$ cat src/rtl/bmf_partition_evaluator_if.sv
// Handshake bundle between the evaluator and the partition under test:
// stimulus pattern out, exact/approximate responses in, metrics out.
interface bmf_partition_evaluator_if #(
  parameter int NUM_IN  = 9,
  parameter int NUM_OUT = 5
);
  logic                       start;
  logic [NUM_IN-1:0]          pattern;
  logic [NUM_OUT-1:0]         exact_out;
  logic [NUM_OUT-1:0]         approx_out;
  logic                       busy;
  logic                       done;
  logic [NUM_IN:0]            err_count;
  logic [NUM_IN+2:0]          hd_sum;
  logic [NUM_IN+NUM_OUT-1:0]  abs_sum;
  logic [NUM_OUT-1:0]         max_abs_err;

  modport master (
    output start, exact_out, approx_out,
    input  pattern, busy, done,
    input  err_count, hd_sum, abs_sum, max_abs_err
  );

  modport slave (
    input  start, exact_out, approx_out,
    output pattern, busy, done,
    output err_count, hd_sum, abs_sum, max_abs_err
  );
endinterface

$ cat src/rtl/bmf_partition_evaluator.sv
// Exhaustive sweep of a partition's input space, accumulating error
// rate, Hamming distance and absolute arithmetic error metrics.
module bmf_partition_evaluator #(
  parameter int NUM_IN  = 9,
  parameter int NUM_OUT = 5
) (
  input logic clk,
  input logic rst,
  bmf_partition_evaluator_if.slave bus
);

  localparam int EW = NUM_IN + 1;
  localparam int HW = NUM_IN + 3;
  localparam int AW = NUM_IN + NUM_OUT;
  localparam int PW = $clog2(NUM_OUT + 1);

  typedef enum logic [1:0] {
    IDLE,
    SWEEP,
    DONE
  } state_t;

  state_t              state_q;
  logic [NUM_IN-1:0]   pattern_q;
  logic [EW-1:0]       err_q;
  logic [HW-1:0]       hd_q;
  logic [AW-1:0]       abs_q;
  logic [NUM_OUT-1:0]  max_q;
  logic                busy_q;
  logic                done_q;

  logic [NUM_OUT-1:0]  xr;
  logic [NUM_OUT-1:0]  diff;
  logic [PW-1:0]       ham;
  logic                err;
  logic                last;

  logic [EW-1:0]       err_d;
  logic [HW-1:0]       hd_d;
  logic [AW-1:0]       abs_d;
  logic [NUM_OUT-1:0]  max_d;

  // Compare-and-subtract keeps |a-b| within NUM_OUT bits.
  always_comb begin
    xr  = bus.approx_out ^ bus.exact_out;
    err = |xr;
    if (bus.approx_out >= bus.exact_out)
      diff = bus.approx_out - bus.exact_out;
    else
      diff = bus.exact_out - bus.approx_out;
    ham = '0;
    for (int b = 0; b < NUM_OUT; b++)
      ham = ham + PW'(xr[b]);
  end

  always_comb begin
    last  = (pattern_q == {NUM_IN{1'b1}});
    err_d = err_q + EW'(err);
    hd_d  = hd_q + HW'(ham);
    abs_d = abs_q + AW'(diff);
    max_d = (diff > max_q) ? diff : max_q;
  end

  always_ff @(posedge clk or posedge rst) begin
    if (rst) begin
      state_q   <= IDLE;
      pattern_q <= '0;
      err_q     <= '0;
      hd_q      <= '0;
      abs_q     <= '0;
      max_q     <= '0;
      busy_q    <= 1'b0;
      done_q    <= 1'b0;
    end else begin
      unique case (state_q)
        IDLE, DONE: begin
          if (bus.start) begin
            state_q   <= SWEEP;
            pattern_q <= '0;
            err_q     <= '0;
            hd_q      <= '0;
            abs_q     <= '0;
            max_q     <= '0;
            busy_q    <= 1'b1;
            done_q    <= 1'b0;
          end
        end
        SWEEP: begin
          err_q <= err_d;
          hd_q  <= hd_d;
          abs_q <= abs_d;
          max_q <= max_d;
          // Pattern parks at all-ones once the space is covered.
          if (last) begin
            state_q <= DONE;
            busy_q  <= 1'b0;
            done_q  <= 1'b1;
          end else begin
            pattern_q <= pattern_q + 1'b1;
          end
        end
        default: begin
          state_q <= IDLE;
          busy_q  <= 1'b0;
          done_q  <= 1'b0;
        end
      endcase
    end
  end

  assign bus.pattern     = pattern_q;
  assign bus.busy        = busy_q;
  assign bus.done        = done_q;
  assign bus.err_count   = err_q;
  assign bus.hd_sum      = hd_q;
  assign bus.abs_sum     = abs_q;
  assign bus.max_abs_err = max_q;

endmodule

$ cat src/flat_wrapper.sv
// flat-port wrapper written by rule: the top's interface ports become plain ports
module bmf_partition_evaluator_flat 
#(
  parameter int NUM_IN  = 9,
  parameter int NUM_OUT = 5
)
  (clk, rst, bus_start, bus_exact_out, bus_approx_out, bus_pattern, bus_busy, bus_done, bus_err_count, bus_hd_sum, bus_abs_sum, bus_max_abs_err);
  bmf_partition_evaluator_if #(.NUM_IN(NUM_IN), .NUM_OUT(NUM_OUT)) bus_i ();
  input logic clk;
  input logic rst;
  input wire logic [$bits(bus_i.start)-1:0] bus_start;
  input wire logic [$bits(bus_i.exact_out)-1:0] bus_exact_out;
  input wire logic [$bits(bus_i.approx_out)-1:0] bus_approx_out;
  output wire logic [$bits(bus_i.pattern)-1:0] bus_pattern;
  output wire logic [$bits(bus_i.busy)-1:0] bus_busy;
  output wire logic [$bits(bus_i.done)-1:0] bus_done;
  output wire logic [$bits(bus_i.err_count)-1:0] bus_err_count;
  output wire logic [$bits(bus_i.hd_sum)-1:0] bus_hd_sum;
  output wire logic [$bits(bus_i.abs_sum)-1:0] bus_abs_sum;
  output wire logic [$bits(bus_i.max_abs_err)-1:0] bus_max_abs_err;
  assign bus_i.start = bus_start;
  assign bus_i.exact_out = bus_exact_out;
  assign bus_i.approx_out = bus_approx_out;
  assign bus_pattern = bus_i.pattern;
  assign bus_busy = bus_i.busy;
  assign bus_done = bus_i.done;
  assign bus_err_count = bus_i.err_count;
  assign bus_hd_sum = bus_i.hd_sum;
  assign bus_abs_sum = bus_i.abs_sum;
  assign bus_max_abs_err = bus_i.max_abs_err;
  bmf_partition_evaluator #(.NUM_IN(NUM_IN), .NUM_OUT(NUM_OUT)) u_core (.clk(clk), .rst(rst), .bus(bus_i));
endmodule
$ cat config.mk
export PLATFORM = sky130hd
export DESIGN_NAME = bmf_partition_evaluator_flat
export DESIGN_NICKNAME = d
export VERILOG_FILES = /design/src/rtl/bmf_partition_evaluator_if.sv /design/src/rtl/bmf_partition_evaluator.sv /design/src/flat_wrapper.sv
export SDC_FILE = /design/constraint.sdc
export NUM_CORES = 1
export LEC_CHECK = 0
export CAP_MARGIN = 20
export CORE_ASPECT_RATIO = 0.6
export CORE_MARGIN = 2
export CORE_UTILIZATION = 56
export CTS_CLUSTER_SIZE = 16
export DETAILED_ROUTE_END_ITERATION = 16
export PLACE_DENSITY_LB_ADDON = 0.05
export SETUP_SLACK_MARGIN = 0.5
export SLEW_MARGIN = 20
export SYNTH_ARGS = -nofsm -noshare
export SYNTH_HDL_FRONTEND = slang
export SYNTH_SLANG_ARGS = --single-unit
$ cat constraint.sdc
create_clock -name clk -period 5.8 [get_ports clk]
set_input_delay 0.58 -clock clk [delete_from_list [all_inputs] [get_ports clk]]
set_output_delay 0.58 -clock clk [all_outputs]
set_load 0.03 [all_outputs]
==> impl_results.md <==
- Status: finished, final reports clean
- Commonest register cell after synthesis: dfrtp_1
- DRT Wirelength: 7.24 mm
- Number of global-route vias before repair: 2689
- Final setup viols: 0
- Clock Latency Late Sink: 0.30 ns
- H-tree levels: 2
- Bufs on Longest Clock Path: 2
- Worst EP arrival: 4.34 ns
- VDD IR max: 0.383 mV
- EDFF count, synth: 0
- DIE HEIGHT: 63.8 um
- Setup CP Type: primary input to flip-flop
- Vias/cell: 5.68
- Final net count: 457
- Relative slew slack: 33.4%
- Slew @ Worst Pin: 0.995 ns
- Net count after synthesis: 394
- Most common cell after layout, fill and taps aside: clkdlybuf4s50_1
- Core area: 0.00565 mm^2
- Reg power frac: 33.0%
- M3 GR Usage: 5.10%
- Clock slew at reported path FFs: 0.10 ns
- Reg2Reg Setup Slack: 3.62 ns
- Maximum clock rate: 243 MHz
- Synth area leader: dfrtp_1
- Post-CTS Setup Repair Bufs: 0
- Largest net degree at the start of global routing: 54
- Cells after synthesis: 345
- I/O pins: 65
- Critical hold path startpoint: u_core.bus.abs_sum[13]$_DFFE_PP0P_
- Crit Path Max Fanout: 5
- Minimum clock period: 4.11 ns
- Crit end category: flip-flop
- CTS Root Cell: clkbuf_8
- Startpoint types: primary input
- Worst Path Required: 6.03 ns
- Cts hold-fix bufs: 0
- Async S/R FF share, synth: 100%
- Worst reg2reg path depth: 10
- Die X: 104 um
- Yosys cell types: 50
- ANT cells: 0
- Grt met2 use: 36.5%
- GRT overflow: 0
- Reg-to-reg startpoint: u_core.bus.pattern[0]$_DFFE_PP0P_
- Hold Path Sink: u_core.bus.abs_sum[13]$_DFFE_PP0P_
- Final Hold Vio Count: 0
- Hold_ws: 0.485 ns
- Fin crit share: 70.9%
- Top cell type's share of synthesized area: 39.8%
- #FFs+latches synth: 53
- Fillers: 439
- Row count: 21
- Hold Path Class: flip-flop to flip-flop
- IO buf count: 64
- Initial antenna violation count: 0
- Switching Share: 44.6%
- TritonCTS Buffers: 5
- Int Pwr: 0.00104 W
- Combinational Power Share: 54.5%
- Initial DRC Count: 87
- HPWL after DPL: 5.52 mm
- Worst Skew: 0.00707 ns
- Synth top area cells: dfrtp_1, ha_1, nand2_1
- Vias: 2777
- Post-DP Area: 0.00404 mm^2
- GRT Total Usage: 23.4%
- Fin cells: 489
- Layout cells sized above 1: 5.87%
- Residual DRC: 0
- P per Cell Area: 453 mW/mm^2
- CTS sink count: 53
- Cell total after placement: 481
- Sum Neg Setup Slack: 0 ns
- First-pass GRT wire length: 12.7 mm
- Avg WL per Cell: 14.8 um
- Synth Area per Inst: 9.66 um^2
- RR Endpoint: u_core.bus.pattern[5]$_DFFE_PP0P_
- Maxcap violations: 0
- Most frequent cells in the layout: clkdlybuf4s50_1, dfrtp_1, nand2_1, ha_1
- Initial core utilization: 59.0%
- Die area: 0.00660 mm^2
- CTS tree: built
- Cell area after layout: 0.00414 mm^2
- Post-cts sizing count: 0
- Static Leakage: 1.89 nW
- Met1 usage: 34.4%
- Sequential area share after synthesis: 39.8%
- Clk pwr share: 12.5%
- Yosys warns: 0
- Layout overhead on the synthesized area: 24.4%
- Router iterations before antenna repair: 4
- Post-DRT Antenna Nets: 0
- Switch Pwr: 0.000837 W
- Mapped Area: 0.00333 mm^2
- Worst hold path cell count: 1
- Gp weighted congestion: 0.840
- GR peak layer: met2
- Slew Limit Fails: 0
- RSZ-0062 raised after global routing: false
==> metrics by stage <==
stage	utilization (%)	power, W	worst slack (ns)
after floorplan	-	0.00129	2.12
after global placement	71.5	0.00161	1.49
after detailed placement	71.5	0.00164	1.40
after CTS	73.4	0.00188	1.69
after global routing	73.4	0.00202	1.49
final	73.4	0.00188	1.69
==> worst max-delay path by stage <==
stage,from,to,cells after the start
6_report,bus_approx_out[1],u_core.bus.hd_sum[7]$_DFFE_PP0P_,14
5_1_grt,bus_approx_out[1],u_core.bus.hd_sum[7]$_DFFE_PP0P_,14
4_1_cts,bus_approx_out[1],u_core.bus.hd_sum[7]$_DFFE_PP0P_,14
3_5_place_dp,bus_approx_out[1],u_core.bus.hd_sum[11]$_DFFE_PP0P_,14
3_3_place_gp,bus_approx_out[1],u_core.bus.hd_sum[11]$_DFFE_PP0P_,14
2_1_floorplan,bus_approx_out[0],u_core.bus.hd_sum[11]$_DFFE_PP0P_,13
==> worst max-delay path, stage by stage <==
cell and delay (ns):
clkdlybuf4s50_1 0.53, inv_1 0.10, ha_1 0.33, inv_1 0.08, ha_1 0.31, fa_1 0.50, ha_1 0.22, fa_1 0.49
ha_1 0.29, a21o_1 0.17, a21o_1 0.22, and3_1 0.22, nand4_1 0.11, mux2i_1 0.20
==> power groups by stage <==
stage	clock, W	sequential, W	combinational, W
floorplan	0	0.000805	0.000482
global placement	0	0.000618	0.000994
detailed placement	0	0.000623	0.00102
CTS	0.000238	0.000616	0.00103
global route	0.000255	0.000638	0.00113
finish	0.000234	0.000619	0.00102
==> routing by layer <==
metal	vias up	routed length, um
met5	-	0
met4	0	41
met3	6	356
met2	69	3140
met1	1347	3700
li1	1355	-
==> synth_stat cells, types with 2 or more instances <==
master	n
a211oi_1	2
a21o_1	5
a21o_2	2
a21oi_1	10
a22o_1	8
a31oi_1	6
and3_1	4
buf_1	2
buf_2	5
clkbuf_1	2
dfrtp_1	53
fa_1	6
ha_1	30
inv_1	26
inv_2	2
mux2_2	2
mux2i_1	12
nand2_1	35
nand2b_1	2
nand3_1	22
nand4_1	12
nor2_1	18
nor2b_1	4
nor3_1	4
o211ai_1	8
o21ai_0	25
o21ai_1	2
o31ai_1	4
or3_1	3
xnor2_1	4
xor2_1	6
==> state kept, by name, summed over array words and instances, names as in the netlist <==
register and count:
u_core.bus.busy 1, u_core.bus.hd_sum 12, u_core.bus.max_abs_err 5, u_core.state_q 1, u_core.bus.err_count 10, u_core.bus.pattern 9
u_core.bus.done 1, u_core.bus.abs_sum 14
==> cells by family (layout without fill, tap and decap cells) <==
group                      after synthesis  in the layout  share of synthesized area (%)
AOI/OAI and AO/OA                       84             84                           16.9
xor gates and xnor gates                10             10                           2.63
adders and majority gates               36             36                           14.9
buffers and inverters                   38            102                           4.69
DFF                                     53             53                           39.8
muxes                                   15             15                           4.73
and+or+nand+nor                        109            109                           16.4
==> layout make-up <==
type	count	area [um^2]	share of cell area (%)
Sequential cell	53	1330	32.0
Clock inverter	1	8.76	0.211
Inverter	28	105	2.54
Tap cell	80	100	2.42
Multi-Input combinational cell	254	1850	44.7
Clock buffer	7	96.3	2.32
Timing Repair Buffer	66	656	15.8
Note: power is estimated with default switching activity, not from simulation.
